$ cat config.mk
export PLATFORM = sky130hd
export DESIGN_NAME = msg_scheduler
export DESIGN_NICKNAME = d
export VERILOG_FILES = /design/src/rtl/msg_scheduler.sv
export SDC_FILE = /design/constraint.sdc
export NUM_CORES = 1
export LEC_CHECK = 0
export ABC_AREA = 1
export CORE_ASPECT_RATIO = 1.5
export CORE_UTILIZATION = 45
export DETAILED_ROUTE_END_ITERATION = 12
export PLACE_DENSITY = 0.68
export SLEW_MARGIN = 20
export SYNTH_ARGS = -nofsm -noshare
export SYNTH_HDL_FRONTEND = slang
export SYNTH_SLANG_ARGS = --single-unit
$ cat constraint.sdc
create_clock -name clk -period 3.4 [get_ports clk]
set_clock_uncertainty 0.05 [all_clocks]
set_input_delay 0.68 -clock clk [delete_from_list [all_inputs] [get_ports clk]]
set_output_delay 0.68 -clock clk [all_outputs]
set_load 0.01 [all_outputs]
$ cat src/rtl/msg_scheduler.sv
// msg_scheduler: round-robin arbiter that shares one message transmitter among requesters, with a done watchdog
module msg_scheduler #(
    parameter int N_REQ   = 4,
    parameter int IDX_W   = 4,
    parameter int TIMEOUT = 2_000_000,
    parameter int TW      = $clog2(TIMEOUT + 1)
) (
    input  logic                   clk,
    input  logic                   reset,
    input  logic [N_REQ-1:0]       req,
    input  logic [N_REQ*IDX_W-1:0] req_idx,
    output logic [IDX_W-1:0]       msg_index,
    output logic                   start,
    input  logic                   done,
    output logic [N_REQ-1:0]       ack,
    output logic                   busy,
    output logic [N_REQ-1:0]       pending,
    output logic                   timeout_err
);
    localparam int PW = $clog2(N_REQ);

    typedef enum logic [1:0] {IDLE, START, WAIT, DONE} state_t;

    state_t           state_q, state_d;
    logic [N_REQ-1:0] pending_q, pending_d, ack_q, ack_d, clr, take, rot;
    logic [IDX_W-1:0] idx_q [N_REQ];
    logic [IDX_W-1:0] idx_d [N_REQ];
    logic [IDX_W-1:0] msg_index_q, msg_index_d;
    logic [PW-1:0]    rr_ptr_q, rr_ptr_d, grant_q, grant_d, off, pick;
    logic [PW:0]      sum;
    logic [TW-1:0]    timer_q, timer_d;
    logic             start_q, start_d, terr_q, terr_d;
    logic             found, hit_limit, finish;

    always_ff @(posedge clk) begin
        if (reset) state_q <= IDLE;
        else       state_q <= state_d;
    end

    // Rotate pending so bit 0 is rr_ptr; the lowest set bit is the next grant.
    always_comb begin
        rot = N_REQ'({pending_q, pending_q} >> rr_ptr_q);
        off = '0;
        for (int k = N_REQ - 1; k >= 0; k--) if (rot[k]) off = PW'(k);
        sum       = {1'b0, rr_ptr_q} + {1'b0, off};
        pick      = (sum >= (PW+1)'(N_REQ)) ? PW'(sum - (PW+1)'(N_REQ)) : PW'(sum);
        found     = |pending_q;
        hit_limit = timer_q == TW'(TIMEOUT - 1);
        finish    = (state_q == WAIT) && (done || hit_limit);
        state_d   = (state_q == IDLE)  ? (found ? START : IDLE) :
                    (state_q == START) ? WAIT :
                    (state_q == WAIT)  ? (finish ? DONE : WAIT) : IDLE;
    end

    // A request arriving in the ack cycle of its own requester re-queues it.
    always_comb begin
        clr       = (state_q == DONE) ? N_REQ'(1) << grant_q : '0;
        take      = req & (~pending_q | clr);
        pending_d = (pending_q & ~clr) | take;
        for (int i = 0; i < N_REQ; i++) idx_d[i] = take[i] ? req_idx[i*IDX_W +: IDX_W] : idx_q[i];
        grant_d     = (state_q == IDLE && found) ? pick : grant_q;
        msg_index_d = (state_q == IDLE && found) ? idx_q[pick] : msg_index_q;
        rr_ptr_d    = (state_q != DONE) ? rr_ptr_q :
                      (grant_q == PW'(N_REQ - 1)) ? '0 : grant_q + PW'(1);
        start_d     = (state_q == IDLE) && found;
        ack_d       = finish ? N_REQ'(1) << grant_q : '0;
        terr_d      = finish && !done;
        timer_d     = (state_q == IDLE) ? '0 : timer_q + TW'(timer_q != TW'(TIMEOUT));
    end

    always_ff @(posedge clk) begin
        if (reset) begin
            pending_q   <= '0;
            idx_q       <= '{default: '0};
            rr_ptr_q    <= '0;
            grant_q     <= '0;
            msg_index_q <= '0;
            start_q     <= 1'b0;
            ack_q       <= '0;
            terr_q      <= 1'b0;
            timer_q     <= '0;
        end else begin
            pending_q   <= pending_d;
            idx_q       <= idx_d;
            rr_ptr_q    <= rr_ptr_d;
            grant_q     <= grant_d;
            msg_index_q <= msg_index_d;
            start_q     <= start_d;
            ack_q       <= ack_d;
            terr_q      <= terr_d;
            timer_q     <= timer_d;
        end
    end

    always_comb begin
        busy        = state_q != IDLE;
        start       = start_q;
        ack         = ack_q;
        timeout_err = terr_q;
        msg_index   = msg_index_q;
        pending     = pending_q;
    end
endmodule
## Word-level counts from Yosys, hierarchy flattened

Index checks and enable logic that the tools add are counted.
Widths: inputs -> output; s select.

- Register bits: 57
- Latch bits: 0
- RAM bits: 0
- ROM bits: 0
- Bits of input ports: 23
- Output and inout bits: 15
- Word-level logic and storage cells: 61
- Memories: 0

- Add/sub/neg operators: 4
- Multipliers: 0
- Div/mod/pow operators: 0
- $lt $le $gt $ge: 2
- Equality and inequality tests: 7
- Shift-type cells: 2
- Mux-type cells: 15
- Bitwise logic cells: 8
- Reductions and logical operators: 10

Operator list:

| cell | count |
|---|---|
| $add 21x1->21 | 1 |
| $eq 21x21->1 const B | 1 |
| $ne 21x21->1 const B | 1 |
| $mux 2 | 9 |
| $mux 4 | 3 |
| $and 4x4->4 | 2 |
| $bmux 4 s2 | 1 |
| $not 4->4 | 2 |
| $or 4x4->4 | 2 |
| $shr 8x2->4 | 1 |
| $eq 2x2->1 const B | 3 |
| $ge 3x3->1 const B | 2 |
| $reduce_or 2->1 | 2 |
| $reduce_or 4->1 | 1 |
| $shl 1x2->4 const A | 1 |
| $add 2x2->3 | 1 |
| $logic_and 1x1->1 | 3 |
| $not 2->3 | 1 |
| $add 2x1->2 const B | 1 |
| $eq 2x1->1 const B | 1 |
| $logic_not 2->1 | 1 |
| $mux 1 | 2 |
| $ne 2x2->1 const B | 1 |
| $reduce_bool 2->1 | 1 |
| other kinds (4) | 4 |

## Depth between registers and ports, before layout

Gate-level depths: netlist of the first run.

- Depth after elaboration: 12
- Mapped depth: 15
- Mapped depth without buffers: 15

## Worst setup path before layout of the first run

Ideal clock, no wire load.

- Kind: reg-to-reg
- Start point: register timer_q[13]
- End point: register timer_q[18]
- Library setup time: 0.128 ns
- Arrival time: 1.845 ns
- Data required time: 3.222 ns
- Path slack: 1.378 ns
- Cell stages (with the launch flop): 14
- Path buffers: 0
- Period minus slack after synthesis: 2.022 ns
- Path through: dfxtp_1 -> inv_1 -> nand2_1 -> nor4_1 -> nand4_1 -> ha_1 -> ha_1 -> nand3_1 -> inv_2 -> nand2_2 -> nor2_4 -> nand4_1 -> xor2_1 -> nor2_1

- Longest elaborated chain between the ends: 2

Ends and longest elaborated chain:

| item | line | RTL |
|---|---|---|
| from (decl) | 31 | `logic [TW-1:0] timer_q, timer_d;` |
| from (signal assigned) | 91 | `timer_q <= timer_d;` |
| $ne 21x21->1 | 68 | `timer_d = (state_q == IDLE) ? '0 : timer_q + TW'(timer_q != TW'(TIMEOUT));` |
| $add 21x1->21 * | 68 |  |

Every way passes the cells marked *; elsewhere a longest branch is shown, timed or not.
A chain may end at the register's enable or synchronous reset.

## Worst setup path in the final report of the first run

- Start point: register timer_q[13]
- End point: register timer_q[14]

Same word-level chain as after synthesis.

==> flow_summary.json, run 1 <==
{
  "fill_cells": 567,
  "crit_family": "simple AND/OR/NAND/NOR gates",
  "crit_slowest_cell": "nor4_1",
  "leakage_nw": 1.45,
  "vias_per_cell": 4.98,
  "die-width_um": 65.9,
  "drc": 0,
  "place_inst": 492,
  "powerDensity_mw_per_mm2": 465,
  "final.min_clock_period_ns": 2.38,
  "critPathBufInv": 2,
  "cpPeakStageDelay_ns": 0.38,
  "die_area_mm2": 0.00646,
  "core_mm2": 0.00587,
  "cts_tree": "done",
  "antenna_found_initial": 0,
  "post_cts_resized": 0,
  "hold_buffers": 0,
  "io_pins": 38,
  "start_kind": "flip-flop",
  "switching_share": 0.281,
  "gp_congestion": 0.862,
  "irDropWorstVdd_v": 0.000280,
  "final_nets": 465,
  "hold_viol": 0,
  "postSynthAreaPerCell_um2": 7.17,
  "cp.required_ns": 3.60,
  "min_path_type": "reg -> reg",
  "finalSetupTns_ns": 0,
  "tightest_slew_ns": 0.512,
  "drv_slew": 0,
  "crit_fanout": 4,
  "crit_chain": "inv_1 -> nand2_1 -> nor4_1 -> nand4_1 -> ha_1 -> ha_1 -> nand3_1 -> inv_2 -> nand2_2 -> nor2_1 -> nand2_1 -> nor2_1 -> a211oi_1",
  "diodes": 0,
  "drt-total-wl_um": 6280,
  "ys_seq_elements": 57,
  "clkPwrFrac": 0.395,
  "instances_no_fill": 508,
  "internal_power_mw": 1.14,
  "combPwrFrac": 0.150,
  "clock-root-buffer": "clkbuf_8",
  "dp_hpwl_um": 4690,
  "numPortBuffers": 37,
  "status": "complete, no violations",
  "cts_buffer_depth": 2,
  "drive_above_1_share": 0.0940,
  "synth.distinct_cells": 34,
  "area_growth_pct": 23.9,
  "numCtsBuffers": 9,
  "track_usage": 0.219,
  "clock-sinks": 57,
  "maxCapViolCount": 0,
  "clock.fmax_ghz": 0.420,
  "clk_latency_ns": 0.34,
  "grt_pass1_vias": 2466,
  "grt_max_degree": 21,
  "maxSlewHeadroom": 0.658,
  "cts_setup_buffers": 0,
  "final.period_utilization": 0.700,
  "syn_nets": 419,
  "htree_num_levels": 3,
  "vias": 2532,
  "drt_iter0_markers": 136,
  "p_switching_uw": 446,
  "multi_input_area_mm2": 0.00135,
  "grt_first_pass_wirelength_um": 10800,
  "syn_area_mm2": 0.00276,
  "placementRows": 34,
  "syn_inst": 385,
  "yosys_warnings": 0,
  "power.share.sequential": 0.455,
  "arrival_ns": 2.58,
  "initial_core_util": 0.470,
  "synth_edf_count": 0,
  "clkTransAtPathRegs_ns": 0.08,
  "synth_ff_type": "dfxtp_1",
  "seq_area_mm2": 0.00114,
  "die_y_um": 97.9,
  "postSynth.asyncResetShare": 0,
  "endpoint_kind": "flip-flop",
  "rsz0062_at_grt": "no",
  "yosysSeqAreaShare": 0.413,
  "wl_per_cell_um": 12.4,
  "critical_path_class": "reg -> reg",
  "grt_overflow": 0,
  "dr.pass1.iters": 4,
  "finalSetupViolCount": 0,
  "ant_nets": 0
}
## state kept, by name, indices dropped and copies added, names as in the netlist
name,cells
timeout_err,1
msg_index,4
state_q,2
start,1
grant_q,2
rr_ptr_q,2
pending,4
ack,4
idx_q,16
timer_q,21
## tightest hold or removal path, stage by stage, from the launching register on
cell	delay (ns)
dfxtp_1	0.30
inv_1	0.05
a21oi_1	0.05
## routing by layer
metal  share of wire  global-route usage  vias up
met1            0.41               0.231     1136
met4           0.035               0.128        0
li1                -                   -     1319
met3           0.034              0.0421       22
met2            0.53               0.390       55
met5               0                   0        -
## cell type report
type,count,area share
Clock buffer,9,0.0362
Multi-Input combinational cell,257,0.396
Sequential cell,57,0.334
Timing Repair Buffer,40,0.115
Tap cell,72,0.0263
Clock inverter,7,0.0209
Inverter,66,0.0724
## path summary, 6_finish.rpt
kind                             startpoint           to  slack (ns)  depth (start not counted)
worst max-delay path            timer_q[13]  timer_q[14]        1.02                         13
worst min-delay path               idx_q[4]     idx_q[4]        0.40                          2
worst max register to register  timer_q[13]  timer_q[14]        1.02                         13
worst min register to register     idx_q[4]     idx_q[4]        0.40                          2
## power by group through the flow
stage / Clock, mW / Sequential (mW) / Combinational [mW]
2_1_floorplan: 0 / 0.741 / 0.138
3_3_place_gp: 0 / 0.738 / 0.236
3_5_place_dp: 0 / 0.740 / 0.239
4_1_cts: 0.642 / 0.725 / 0.240
5_1_grt: 0.671 / 0.729 / 0.275
6_report: 0.628 / 0.724 / 0.239
## cells in the mapped netlist (2+ instances only)
cell type  instances  area (um2)
xor2_1             4        35.0
ha_1              11         138
nor3_1             6        30.0
clkbuf_1           4        15.0
nand2_1           60         225
nand2_2            3        18.8
o21ai_0           31         155
nand3_1           23         115
inv_2              5        18.8
or2_2              2        12.5
nor2_1            60         225
dfxtp_1           57        1140
inv_1             60         225
a21oi_1           27         135
nand4_1            5        31.3
nor2_4             3        33.8
nand3_2            3        30.0
a211oi_1           3        22.5
nor4_1             3        18.8
## cell usage in the layout (no fill, tap or decap), types with 2 or more instances in the layout
| cell type | instances |
|---|---|
| ha_1 | 11 |
| clkbuf_8 | 9 |
| a211oi_1 | 3 |
| or2_2 | 2 |
| o21ai_0 | 31 |
| nor3_1 | 6 |
| a21oi_1 | 27 |
| nor2_4 | 3 |
| nand2_1 | 60 |
| nand3_1 | 23 |
| dfxtp_1 | 57 |
| inv_1 | 60 |
| nor2_1 | 60 |
| nand2_2 | 3 |
| inv_2 | 5 |
| xor2_1 | 4 |
| clkinvlp_4 | 3 |
| clkdlybuf4s50_1 | 37 |
| buf_4 | 3 |
| clkinv_2 | 2 |
| nand3_2 | 3 |
| nand4_1 | 5 |
| nor4_1 | 3 |
## cells by family (layout without fill, tap and decap cells)
group	Yosys count	count (layout)	synth area share
flops	57	57	0.413
buf+inv	71	122	0.0966
xor+xnor	5	5	0.0159
compound gates	66	66	0.126
simple gates	175	175	0.298
fa+ha+maj	11	11	0.0499
## through the flow
stage	utilization	instance area (um2)	power [mW]	hold slack, ns	setup WS [ns]
final	0.582	3420	1.59	0.400	1.02
after global routing	0.582	3420	1.67	0.430	0.854
after CTS	0.582	3420	1.61	0.403	1.02
after detailed placement	0.549	3220	0.979	0.394	1.06
after global placement	0.549	3220	0.974	0.386	1.14
after floorplan	-	2760	0.879	0.375	1.38
Power figures use the tool's default switching activity.
==> run 2: changes to the inputs <==
- clock period: 3.4 -> 2.2 ns (I/O delays scaled with it)
==> flow_summary.json, run 2 (same netlist as run 1, synthesis figures left out) <==
{
  "track_usage": 0.224,
  "drv_slew": 0,
  "largest_reg_flops": 21,
  "cts_tree": "done",
  "hold_viol": 0,
  "min_path_type": "reg -> reg",
  "finalPower_mw": 2.48,
  "grt_first_pass_wirelength_um": 11000,
  "clock-root-buffer": "clkbuf_8",
  "clkPwrFrac": 0.395,
  "irDropWorstVdd_v": 0.000417,
  "crit_fanout": 3,
  "die-width_um": 65.9,
  "finalSetupTns_ns": 0,
  "maxCapViolCount": 0,
  "vias": 2581,
  "rsz0062_at_grt": "no",
  "placed_cell_area_mm2": 0.00331,
  "htree_num_levels": 3,
  "drive_above_1_share": 0.146,
  "grt_max_degree": 21,
  "antenna_found_initial": 0,
  "diodes": 0,
  "holdWs_ns": 0.399,
  "dr.pass1.iters": 4,
  "leakage_nw": 1.53,
  "clk_latency_ns": 0.33,
  "layout_commonest_cell": "inv_1",
  "p_switching_uw": 648,
  "grt_pass1_vias": 2492,
  "numCtsBuffers": 9,
  "die_area_mm2": 0.00646,
  "layout_common_cells": "inv_1 (60), nand2_1 (58), nor2_1 (58), dfxtp_1 (53), clkdlybuf4s50_1 (37)",
  "finalSetupViolCount": 0,
  "switching_share": 0.262,
  "power.share.sequential": 0.452,
  "tightest_slew_ns": 0.390,
  "hold_buffers": 0,
  "endpoint_kind": "primary output",
  "reg_top3": "timer_q (21), idx_q (16)",
  "io_pins": 38,
  "arrival_ns": 1.62,
  "area_growth_pct": 30.0,
  "core_mm2": 0.00587,
  "cts_buffer_depth": 2,
  "numPortBuffers": 37,
  "maxSlewHeadroom": 0.740,
  "die_y_um": 97.9,
  "fill_cells": 569,
  "critical_path_class": "reg -> out",
  "status": "complete, no violations",
  "drt-total-wl_um": 6500,
  "start_kind": "flip-flop",
  "top_register": "timer_q",
  "final_area_mm2": 0.00359,
  "wl_per_cell_um": 12.6,
  "drt_iter0_markers": 176,
  "cts_setup_buffers": 0,
  "dp_hpwl_um": 4900,
  "final.period_utilization": 0.957,
  "clkTransAtPathRegs_ns": 0.06,
  "gp_congestion": 0.848,
  "cp.required_ns": 1.71,
  "powerDensity_mw_per_mm2": 691,
  "final.min_clock_period_ns": 2.11,
  "vias_per_cell": 4.98,
  "final_nets": 476,
  "internal_power_mw": 1.83,
  "combPwrFrac": 0.153,
  "grt_overflow": 0,
  "drc": 0,
  "ant_nets": 0,
  "clock.fmax_ghz": 0.475,
  "clock-sinks": 57,
  "initial_core_util": 0.470,
  "placementRows": 34
}
-- run 2: cell types whose count changed in the layout (fill, tap and decap cells not counted), moves of 3 or more --
cell	before	now
dfxtp_2	0	4
dfxtp_1	57	53
clkinvlp_4	3	0
ha_1	11	8
buf_4	3	14
-- run 2: metal layers --
metal  track usage  routed length [um]
met1         0.224                2610
met2         0.412                3500
met3        0.0643                 233
met4        0.0982                 159
met5             0                   0
-- run 2: power groups by stage --
stage	clock network (mW)	registers [mW]	logic, mW
6_report	0.980	1.12	0.379
5_1_grt	1.04	1.13	0.432
4_1_cts	1.00	1.12	0.376
3_5_place_dp	0	1.14	0.373
3_3_place_gp	0	1.14	0.369
2_1_floorplan	0	1.15	0.214
-- run 2: path summary, 6_finish.rpt --
kind / start / to / slack [ns] / depth (start not counted)
max reg2reg: timer_q[9] / timer_q[14] / 0.10 / 12
min: idx_q[15] / idx_q[15] / 0.40 / 2
min reg2reg: idx_q[15] / idx_q[15] / 0.40 / 2
max: state_q[0] / busy / 0.09 / 4
-- run 2: metrics by stage --
stage / setup slack [ns] / std cells / util
4_1_cts: 0.0191 / 518 / 0.598
3_5_place_dp: 0.00625 / 503 / 0.563
5_1_grt: 0.0160 / 518 / 0.611
2_1_floorplan: 0.178 / 385 / -
3_3_place_gp: 0.0571 / 503 / 0.563
6_report: 0.0936 / 518 / 0.611
-- run 2: critical path, stage by stage, from the launching register on --
cell and delay [ns]:
dfxtp_1 0.36, inv_1 0.07, ha_1 0.21, inv_1 0.10, clkdlybuf4s50_1 0.54
-- run 2: cell type report --
class	instances	area, um2	share of cell area
clock inverters	3	40.0	0.0112
multi-input cells	257	1430	0.399
well taps	72	90.1	0.0251
inverters	66	250	0.0698
flip-flops and latches	57	1150	0.319
repair buffers	51	475	0.133
clock buffers	12	155	0.0433
-- run 2: timing repair --
action,in CTS,in global routing
endpoints found under the setup margin,3,15
gates resized for setup,2,21
pin swaps,0,7
